**src/rtl/axi4lite_regfile_if.sv**
```systemverilog
// AXI4-Lite bus bundle for the register file: the five channels with master/slave views.
interface axi4lite_regfile_if #(
  parameter int ADDR_WIDTH = 32,
  parameter int DATA_WIDTH = 32
);
  logic                      awvalid;
  logic                      awready;
  logic [ADDR_WIDTH-1:0]     awaddr;
  logic [2:0]                awprot;
  logic                      wvalid;
  logic                      wready;
  logic [DATA_WIDTH-1:0]     wdata;
  logic [DATA_WIDTH/8-1:0]   wstrb;
  logic                      bvalid;
  logic                      bready;
  logic [1:0]                bresp;
  logic                      arvalid;
  logic                      arready;
  logic [ADDR_WIDTH-1:0]     araddr;
  logic [2:0]                arprot;
  logic                      rvalid;
  logic                      rready;
  logic [DATA_WIDTH-1:0]     rdata;
  logic [1:0]                rresp;
  logic                      rlast;

  modport master (
    output awvalid, awaddr, awprot, wvalid, wdata, wstrb, bready,
           arvalid, araddr, arprot, rready,
    input  awready, wready, bvalid, bresp, arready, rvalid, rdata, rresp, rlast
  );

  modport slave (
    input  awvalid, awaddr, awprot, wvalid, wdata, wstrb, bready,
           arvalid, araddr, arprot, rready,
    output awready, wready, bvalid, bresp, arready, rvalid, rdata, rresp, rlast
  );
endinterface

```
**src/rtl/axi4lite_regfile.sv**
```systemverilog
// AXI4-Lite slave register file: independent AW/W capture, byte strobes, read-only status
// registers fed from hw_in, and per-register write pulses toward the core.
module axi4lite_regfile #(
  parameter int                    ADDR_WIDTH = 32,
  parameter int                    DATA_WIDTH = 32,
  parameter int                    NUM_REGS   = 16,
  parameter logic [NUM_REGS-1:0]   RO_MASK    = '0,
  parameter logic [DATA_WIDTH-1:0] RESET_VAL  = '0
) (
  input  logic                           clk,
  input  logic                           rst_n,
  axi4lite_regfile_if.slave              bus,
  output logic [NUM_REGS*DATA_WIDTH-1:0] reg_out,
  input  logic [NUM_REGS*DATA_WIDTH-1:0] hw_in,
  output logic [NUM_REGS-1:0]            wr_pulse
);
  localparam int STRBW  = DATA_WIDTH / 8;
  localparam int ALIGN  = (DATA_WIDTH == 64) ? 3 : 2;
  localparam int IDXW   = (NUM_REGS > 1) ? $clog2(NUM_REGS) : 1;
  localparam int IDX_HI = ALIGN + IDXW;
  localparam logic [1:0] RESP_OKAY   = 2'b00;
  localparam logic [1:0] RESP_SLVERR = 2'b10;

  typedef enum logic {R_IDLE, R_DATA} readState_e;

  logic                  awHeld_q, awHeld_d, wHeld_q, wHeld_d;
  logic [ADDR_WIDTH-1:0] awAddr_q, awAddr_d;
  logic [DATA_WIDTH-1:0] wData_q, wData_d;
  logic [STRBW-1:0]      wStrb_q, wStrb_d;
  logic                  awReady_q, awReady_d, wReady_q, wReady_d;
  logic                  bValid_q, bValid_d;
  logic [1:0]            bResp_q, bResp_d;
  logic [NUM_REGS-1:0]   wrPulse_q, wrPulse_d;
  logic [DATA_WIDTH-1:0] regs_q [NUM_REGS];
  logic [DATA_WIDTH-1:0] regs_d [NUM_REGS];
  readState_e            rState_q, rState_d;
  logic                  arReady_q, arReady_d;
  logic [DATA_WIDTH-1:0] rData_q, rData_d;
  logic [1:0]            rResp_q, rResp_d;
  logic [IDXW-1:0]       wrIdx, rdIdx;
  logic                  unusedBits;

  function automatic logic addrValid(input logic [ADDR_WIDTH-1:0] a);
    return (a[ADDR_WIDTH-1:IDX_HI] == '0) && (int'(a[IDX_HI-1:ALIGN]) < NUM_REGS);
  endfunction

  // Readys are registered so they stay low through reset and rise one edge after release.
  always_comb begin
    awHeld_d  = awHeld_q;
    awAddr_d  = awAddr_q;
    wHeld_d   = wHeld_q;
    wData_d   = wData_q;
    wStrb_d   = wStrb_q;
    bValid_d  = bValid_q;
    bResp_d   = bResp_q;
    wrPulse_d = '0;
    regs_d    = regs_q;
    wrIdx     = awAddr_q[IDX_HI-1:ALIGN];
    if (bus.awvalid && awReady_q) begin
      awHeld_d = 1'b1;
      awAddr_d = bus.awaddr;
    end
    if (bus.wvalid && wReady_q) begin
      wHeld_d = 1'b1;
      wData_d = bus.wdata;
      wStrb_d = bus.wstrb;
    end
    if (awHeld_q && wHeld_q) begin
      awHeld_d = 1'b0;
      wHeld_d  = 1'b0;
      bValid_d = 1'b1;
      if (addrValid(awAddr_q) && !RO_MASK[wrIdx]) begin
        for (int k = 0; k < STRBW; k++) begin
          if (wStrb_q[k]) regs_d[wrIdx][8*k +: 8] = wData_q[8*k +: 8];
        end
        wrPulse_d[wrIdx] = 1'b1;
        bResp_d          = RESP_OKAY;
      end else begin
        bResp_d = RESP_SLVERR;
      end
    end
    if (bValid_q && bus.bready) bValid_d = 1'b0;
    awReady_d = !awHeld_d && !bValid_d;
    wReady_d  = !wHeld_d && !bValid_d;
  end

  // Read data is sampled from the pre-commit register array at the AR handshake edge.
  always_comb begin
    rState_d = rState_q;
    rData_d  = rData_q;
    rResp_d  = rResp_q;
    rdIdx    = bus.araddr[IDX_HI-1:ALIGN];
    case (rState_q)
      R_IDLE: begin
        if (bus.arvalid && arReady_q) begin
          rState_d = R_DATA;
          if (addrValid(bus.araddr)) begin
            rResp_d = RESP_OKAY;
            rData_d = RO_MASK[rdIdx] ? hw_in[rdIdx*DATA_WIDTH +: DATA_WIDTH] : regs_q[rdIdx];
          end else begin
            rResp_d = RESP_SLVERR;
            rData_d = '0;
          end
        end
      end
      R_DATA: begin
        if (bus.rready) rState_d = R_IDLE;
      end
      default: rState_d = R_IDLE;
    endcase
    arReady_d = (rState_d == R_IDLE);
  end

  always_ff @(posedge clk) begin
    if (!rst_n) begin
      awHeld_q  <= 1'b0;
      awAddr_q  <= '0;
      wHeld_q   <= 1'b0;
      wData_q   <= '0;
      wStrb_q   <= '0;
      awReady_q <= 1'b0;
      wReady_q  <= 1'b0;
      bValid_q  <= 1'b0;
      bResp_q   <= RESP_OKAY;
      wrPulse_q <= '0;
      for (int i = 0; i < NUM_REGS; i++) regs_q[i] <= RESET_VAL;
      rState_q  <= R_IDLE;
      arReady_q <= 1'b0;
      rData_q   <= '0;
      rResp_q   <= RESP_OKAY;
    end else begin
      awHeld_q  <= awHeld_d;
      awAddr_q  <= awAddr_d;
      wHeld_q   <= wHeld_d;
      wData_q   <= wData_d;
      wStrb_q   <= wStrb_d;
      awReady_q <= awReady_d;
      wReady_q  <= wReady_d;
      bValid_q  <= bValid_d;
      bResp_q   <= bResp_d;
      wrPulse_q <= wrPulse_d;
      regs_q    <= regs_d;
      rState_q  <= rState_d;
      arReady_q <= arReady_d;
      rData_q   <= rData_d;
      rResp_q   <= rResp_d;
    end
  end

  always_comb begin
    reg_out = '0;
    for (int i = 0; i < NUM_REGS; i++) reg_out[i*DATA_WIDTH +: DATA_WIDTH] = regs_q[i];
  end

  assign bus.awready = awReady_q;
  assign bus.wready  = wReady_q;
  assign bus.bvalid  = bValid_q;
  assign bus.bresp   = bResp_q;
  assign bus.arready = arReady_q;
  assign bus.rvalid  = (rState_q == R_DATA);
  assign bus.rlast   = (rState_q == R_DATA);
  assign bus.rdata   = rData_q;
  assign bus.rresp   = rResp_q;
  assign wr_pulse    = wrPulse_q;

  // Protection bits and sub-word address bits carry no meaning for this register file.
  assign unusedBits = ^{bus.awprot, bus.arprot, bus.araddr[ALIGN-1:0], awAddr_q[ALIGN-1:0]};
endmodule

```
**src/flat_wrapper.sv**
```systemverilog
// flat-port wrapper written by rule: the top's interface ports become plain ports
module axi4lite_regfile_flat 
#(
  parameter int                    ADDR_WIDTH = 32,
  parameter int                    DATA_WIDTH = 32,
  parameter int                    NUM_REGS   = 16,
  parameter logic [NUM_REGS-1:0]   RO_MASK    = '0,
  parameter logic [DATA_WIDTH-1:0] RESET_VAL  = '0
)
  (clk, rst_n, reg_out, hw_in, wr_pulse, bus_awvalid, bus_awaddr, bus_awprot, bus_wvalid, bus_wdata, bus_wstrb, bus_bready, bus_arvalid, bus_araddr, bus_arprot, bus_rready, bus_awready, bus_wready, bus_bvalid, bus_bresp, bus_arready, bus_rvalid, bus_rdata, bus_rresp, bus_rlast);
  axi4lite_regfile_if #(.ADDR_WIDTH(ADDR_WIDTH), .DATA_WIDTH(DATA_WIDTH)) bus_i ();
  input  logic clk;
  input  logic rst_n;
  output logic [NUM_REGS*DATA_WIDTH-1:0] reg_out;
  input  logic [NUM_REGS*DATA_WIDTH-1:0] hw_in;
  output logic [NUM_REGS-1:0] wr_pulse;
  input wire logic [$bits(bus_i.awvalid)-1:0] bus_awvalid;
  input wire logic [$bits(bus_i.awaddr)-1:0] bus_awaddr;
  input wire logic [$bits(bus_i.awprot)-1:0] bus_awprot;
  input wire logic [$bits(bus_i.wvalid)-1:0] bus_wvalid;
  input wire logic [$bits(bus_i.wdata)-1:0] bus_wdata;
  input wire logic [$bits(bus_i.wstrb)-1:0] bus_wstrb;
  input wire logic [$bits(bus_i.bready)-1:0] bus_bready;
  input wire logic [$bits(bus_i.arvalid)-1:0] bus_arvalid;
  input wire logic [$bits(bus_i.araddr)-1:0] bus_araddr;
  input wire logic [$bits(bus_i.arprot)-1:0] bus_arprot;
  input wire logic [$bits(bus_i.rready)-1:0] bus_rready;
  output wire logic [$bits(bus_i.awready)-1:0] bus_awready;
  output wire logic [$bits(bus_i.wready)-1:0] bus_wready;
  output wire logic [$bits(bus_i.bvalid)-1:0] bus_bvalid;
  output wire logic [$bits(bus_i.bresp)-1:0] bus_bresp;
  output wire logic [$bits(bus_i.arready)-1:0] bus_arready;
  output wire logic [$bits(bus_i.rvalid)-1:0] bus_rvalid;
  output wire logic [$bits(bus_i.rdata)-1:0] bus_rdata;
  output wire logic [$bits(bus_i.rresp)-1:0] bus_rresp;
  output wire logic [$bits(bus_i.rlast)-1:0] bus_rlast;
  assign bus_i.awvalid = bus_awvalid;
  assign bus_i.awaddr = bus_awaddr;
  assign bus_i.awprot = bus_awprot;
  assign bus_i.wvalid = bus_wvalid;
  assign bus_i.wdata = bus_wdata;
  assign bus_i.wstrb = bus_wstrb;
  assign bus_i.bready = bus_bready;
  assign bus_i.arvalid = bus_arvalid;
  assign bus_i.araddr = bus_araddr;
  assign bus_i.arprot = bus_arprot;
  assign bus_i.rready = bus_rready;
  assign bus_awready = bus_i.awready;
  assign bus_wready = bus_i.wready;
  assign bus_bvalid = bus_i.bvalid;
  assign bus_bresp = bus_i.bresp;
  assign bus_arready = bus_i.arready;
  assign bus_rvalid = bus_i.rvalid;
  assign bus_rdata = bus_i.rdata;
  assign bus_rresp = bus_i.rresp;
  assign bus_rlast = bus_i.rlast;
  axi4lite_regfile #(.ADDR_WIDTH(ADDR_WIDTH), .DATA_WIDTH(DATA_WIDTH), .NUM_REGS(NUM_REGS), .RO_MASK(RO_MASK), .RESET_VAL(RESET_VAL)) u_core (.clk(clk), .rst_n(rst_n), .bus(bus_i), .reg_out(reg_out), .hw_in(hw_in), .wr_pulse(wr_pulse));
endmodule
```
**config.mk**
```make
export PLATFORM = sky130hd
export DESIGN_NAME = axi4lite_regfile_flat
export DESIGN_NICKNAME = d
export VERILOG_FILES = /design/src/rtl/axi4lite_regfile_if.sv /design/src/rtl/axi4lite_regfile.sv /design/src/flat_wrapper.sv
export SDC_FILE = /design/constraint.sdc
export NUM_CORES = 1
export LEC_CHECK = 0
export ABC_AREA = 1
export CORE_AREA = 10 10 458 460
export DETAILED_ROUTE_END_ITERATION = 6
export DIE_AREA = 0 0 468 470
export GPL_TIMING_DRIVEN = 0
export PLACE_DENSITY = 0.36
export RECOVER_POWER = 50
export SYNTH_ARGS = -nofsm -noshare
export SYNTH_HDL_FRONTEND = slang
export SYNTH_SLANG_ARGS = --single-unit
```
**constraint.sdc**
```tcl
create_clock -name clk -period 2.08 [get_ports clk]
set_input_delay 0.208 -clock clk [delete_from_list [all_inputs] [get_ports clk]]
set_output_delay 0.208 -clock clk [all_outputs]
set_load 0.05 [all_outputs]
```
== Yosys cells after proc, flatten, opt, wreduce, memory -nomap -nowiden ==
Memories as Yosys holds them, arrays and structs flattened. A register that Yosys moved wholly into a read port is not among the register bits.
Cells that the tools add are included.

* Register bits after elaboration: 639
* Memory bits (read-only): 32
* Input bits: 625
* Output and inout bits: 570
* Word-level logic and storage cells: 106
* Memories: 2

* $lt $le $gt $ge: 6
* Shift operators: 1
* Mux-type cells: 44
* Bitwise logic cells: 4
* Reduce and logical (&&, ||, !) cells: 19

{| class="wikitable"
|+ Memory list
! memory !! words !! width !! read ports !! clocked after Yosys merged registers in !! write ports !! line !! source
|-
| (name not given) || 16 || 1 || 1 || 1 || 0 || axi4lite_regfile.sv:72 || <nowiki>if (addrValid(awAddr_q) && !RO_MASK[wrIdx]) begin</nowiki>
|-
| (name not given) || 16 || 1 || 1 || 0 || 0 || axi4lite_regfile.sv:99 || <nowiki>rData_d = RO_MASK[rdIdx] ? hw_in[rdIdx*DATA_WIDTH +: DATA_WIDTH] : regs_q[rdIdx];</nowiki>
|}

{| class="wikitable"
|+ Operators by type and width
! cell !! count
|-
| 512-bit two-way mux || 10
|-
| 512-bit bitwise mux || 4
|-
| 32-bit demux with 4-bit select || 4
|-
| 512-bit by 10-bit indexed part select with 32-bit output || 1
|-
| 32-bit two-way mux || 5
|-
| 32-bit binary-select mux with 4-bit select || 1
|-
| 26-bit zero test || 2
|-
| 24-bit two-way mux || 1
|-
| 16-bit two-way mux || 1
|-
| 1-bit two-way mux || 11
|-
| 5-bit greater-or-equal comparator (second input constant) || 2
|-
| 1-bit logical AND || 10
|-
| 4-bit by 5-bit less-than comparator with 1-bit output (second input constant) || 2
|-
| 4-bit inverter with 5-bit output || 2
|-
| 4-bit two-way mux || 2
|-
| 8-bit two-way mux || 1
|-
| 5-bit by 1-bit less-than comparator with 1-bit output (second input constant) || 1
|-
| 1-bit demux with 4-bit select || 1
|-
| 4-bit by 1-bit greater-or-equal comparator with 1-bit output (second input constant) || 1
|-
| 1-bit zero test || 4
|-
| 2-bit two-way mux || 2
|-
| 2-bit AND reduction || 2
|-
| 3-bit AND reduction || 1
|-
| 1-bit inverter || 2
|-
| 1-bit one-hot mux with 2 select lines || 1
|}

== Logic depth before layout (Yosys ltp) ==
* Depth in word-level cells: 19
* Gate-level depth with buffers: 13
* Mapped depth without buffers: 10

== Least setup slack after synthesis ==
No wires, ideal clock.

* Kind: register to register
* Start: register u_core.arReady_q (netlist: u_core.bus.arready)
* End: register u_core.rData_q[26] (netlist: u_core.bus.rdata[26])
* Library setup time: 0.071 ns
* Arrival: 1.835 ns
* Data required time: 2.009 ns
* Slack: 0.174 ns
* Stages on the path, launching flop included: 8
* Buffers on the path: 1
* Clock period less this slack: 1.906 ns
* Cell sequence: dfxtp_1 -> nand3_1 -> nor2_1 -> nand2_1 -> nor2_1 -> clkbuf_1 -> nand3_1 -> a21oi_1

* Word-level cells in the longest chain between the ends: 2

{| class="wikitable"
|+ Ends and longest elaborated chain
! what !! line !! source
|-
| start, declared || axi4lite_regfile.sv:37 || <nowiki>logic arReady_q, arReady_d;</nowiki>
|-
| start signal, assigned || axi4lite_regfile.sv:144 || <nowiki>arReady_q <= arReady_d;</nowiki>
|-
| 1-bit logical AND || axi4lite_regfile.sv:95 || <nowiki>if (bus.arvalid && arReady_q) begin</nowiki>
|-
| 2-bit AND reduction (no source line) || - ||
|-
| end signal, assigned || axi4lite_regfile.sv:145 || <nowiki>rData_q <= rData_d;</nowiki>
|-
| end, declared || axi4lite_regfile.sv:38 || <nowiki>logic [DATA_WIDTH-1:0] rData_q, rData_d;</nowiki>
|}

No other way between the ends.
A chain may end at the register's enable or synchronous reset.

==> out/metrics.yaml <==
final_cell_mix: "nand2_1 (1394), nor2_1 (955), dfxtp_1 (621)"
synthesis.area_sq_um: 31000
rows: 165
stdcell_area_sq_um: 48360
min_period_ns: 2.202
placed_cell_area_sq_um: 41040
ys_seq_area_share_pct: 41.00
n_fill_cell: 22630
p_switching_w: 0.009121
antenna_left: 0
num-nets-final: 6551
ys_warn_count: 0
whs_path_depth: 3
synth_top_cell_area_share_pct: 41.00
grt_max_degree: 17
clk_path_buf_depth: 3
path_cells: "clkbuf_2, clkbuf_1, clkbuf_2, clkbuf_1, o21ai_0, nor2_1"
syn_area_per_cell_sq_um: 6.221
peakVddDrop_uv: 596.1
post-route-period-util_pct: 105.9
power.internal_w: 0.02229
drc: 0
die_w_microns: 468
dieArea_sq_um: 220000
clock_skew_ns: 0.04666
seqPwrFrac_pct: 39.3
area_growth_pct: 55.97
p_leak_nw: 23.56
clk_pin_slew_ns: 0.06
netlist_instances: 4984
pwr-share-clk_pct: 51.0
slew_headroom_pct: 20.01
cp-start-kind: "primary input"
crit_fanout: 10
yosysTopAreaCell: "dfxtp_1"
crit_arrival_ns: 2.84
path_buf_inv: 4
final_common_cell: "nand2_1"
slew_viol_final: 0
clock_sinks: 635
cts_tree: "done"
cpMaxStageDelayCell: "clkbuf_1"
setup_viol: 196
htree_levels: 3
crit_path_end_kind: "flip-flop"
routabilityCongestion: 0.8998
via_per_inst: 3.959
wl_microns: 216000
synth_area_leaders: "dfxtp_1 (41%), nand2_1 (19%), nor2_1 (15%)"
clkLatencyLatePin_ns: 0.74
port_buffers: 667
hpwl_microns: 177900
tightestPinTransition_ns: 1.200
cts_root_buffer: "clkbuf_16"
grt_use_total_pct: 18.65
worst_slack_ns: -0.1221
drive_gt1_share_pct: 19.22
ys_ff_latch: 635
status: "finished, violations left"
vias: 34310
synth_cell_types: 24
swShare_pct: 29.04
grt_pass1_wl_microns: 284000
dp_cells: 8325
cpPeakStageDelay_ns: 0.57
path_delay_family: "buffers and inverters"
drtPass1Iterations: 5
max_clock_freq_mhz: 454.1
cp.required_ns: 2.72
cts_buffers: 89
hold_viol: 0
rsz0062_at_grt: "true"
final_cells: 8666
start_util_pct: 15.43
worstRegToRegCells: 16
violations: "negative setup slack"
combPwrFrac_pct: 9.7
cp_num_cells: 6
grt_pass1_vias: 32460
die_h_microns: 470
path_class: "in -> reg"
cap_violations: 0
coreArea_sq_um: 200900
ios: 1195
antenna_found_initial: 17
wl_per_cell_microns: 24.93
power_density_nw_per_um2: 649.5
hold_path.class: "in -> reg"
gr-total-overflow: 0
drt_iter0_markers: 2346
path summary, 6_finish.rpt:
check / from / to / slack [ns]
worst min register to register: u_core.bus.rdata[14]$_SDFFE_PN0P_ / u_core.bus.rdata[14]$_SDFFE_PN0P_ / 0.46
worst max-delay path: rst_n / u_core.wData_q[31]$_SDFFE_PN0P_ / -0.12
worst min-delay path: bus_wdata[23] / u_core.wData_q[23]$_SDFFE_PN0P_ / 0.11
worst max register to register: u_core.awHeld_q$_SDFF_PN0_ / u_core.reg_out[314]$_SDFFE_PN0P_ / -0.12
layout make-up:
class                   count  area, sq um  share of cell area [%]
plain buffers             334         2156                   4.458
repair buffers            854         8662                   17.91
clock buffers             126         2556                   5.286
diodes                      4        10.01                 0.02070
flip-flops and latches    635        12730                   26.32
clock inverters            29        426.7                  0.8823
well taps                2672         3343                   6.914
inverters                 535         2019                   4.176
multi-input cells        3477        16450                   34.03
state kept, by name, indices dropped and copies added, names as in the netlist, 4 cells and up:
name	count
u_core.reg_out	512
u_core.bus.rdata	32
u_core.wData_q	32
u_core.awAddr_q	30
u_core.wr_pulse	16
u_core.wStrb_q	4
worst min-delay path, stage by stage:
cell,delay [ns]
clkdlybuf4s50_1,0.45
o21ai_0,0.08
nor2_1,0.07
power groups by stage:
stage	logic, W	registers (W)	clock network (W)
floorplan	0.00123	0.0126	0
global placement	0.00284	0.0126	0
detailed placement	0.00285	0.0126	0
CTS	0.00302	0.0123	0.0165
global route	0.00326	0.0124	0.0169
finish	0.00305	0.0124	0.0160
Yosys cell counts:
cell,count
buf_12,5
buf_2,56
a21oi_1,36
nor3_1,16
clkbuf_1,143
o21ai_0,71
inv_1,529
conb_1,1
clkinv_1,1
a211oi_1,1
buf_4,8
or2_2,1
buf_1,86
nand2_1,1592
nor2_4,1
dfxtp_1,635
inv_2,5
nand3_2,21
nor2_1,1200
nor2_2,10
or2_1,2
buf_6,40
nand3_1,484
nand3_4,40
repair_timing:
item                                     CTS  global route
pin swaps                                134           150
hold endpoints to repair                   0             0
cloned                                    45             9
hold buffers                               0             0
resized for setup                       1260           510
endpoints found under the setup margin  1134           555
buffers inserted                         108            28
metrics by stage:
step / hold slack, ns / setup TNS [ns] / utilization, % / setup WS (ns) / power [W]
detailed placement: 0.4549 / -366.41 / 20.43 / -1.934 / 0.01544
global placement: 0.4494 / -479.15 / 20.42 / -2.652 / 0.01543
CTS: 0.02709 / -25.07 / 23.27 / -0.2184 / 0.03186
floorplan: 0.3747 / 0 / - / 0.1741 / 0.01385
global route: 0.06068 / -43.42 / 24.07 / -0.2395 / 0.03254
finish: 0.1056 / -7.323 / 24.07 / -0.1221 / 0.03141
cells by family (layout without fill, tap and decap cells):
logic type	after synthesis	in the layout	share of synthesized area (%)
and+or+nand+nor	3367	3367	45.11
buffers and inverters	873	1878	12.12
DFF	635	635	41.00
AOI/OAI and AO/OA	108	108	1.751
other	1	6	0.01210
layer usage:
| layer | up-vias | global-route usage, % | share of wire, % |
|---|---|---|---|
| li1 | 16890 | - | - |
| met1 | 16180 | 25.23 | 46 |
| met2 | 1053 | 28.35 | 42 |
| met3 | 189 | 5.306 | 7.6 |
| met4 | 0 | 5.947 | 3.6 |
| met5 | - | 0 | 0 |
No activity file was read; power rests on OpenSTA's default activity.
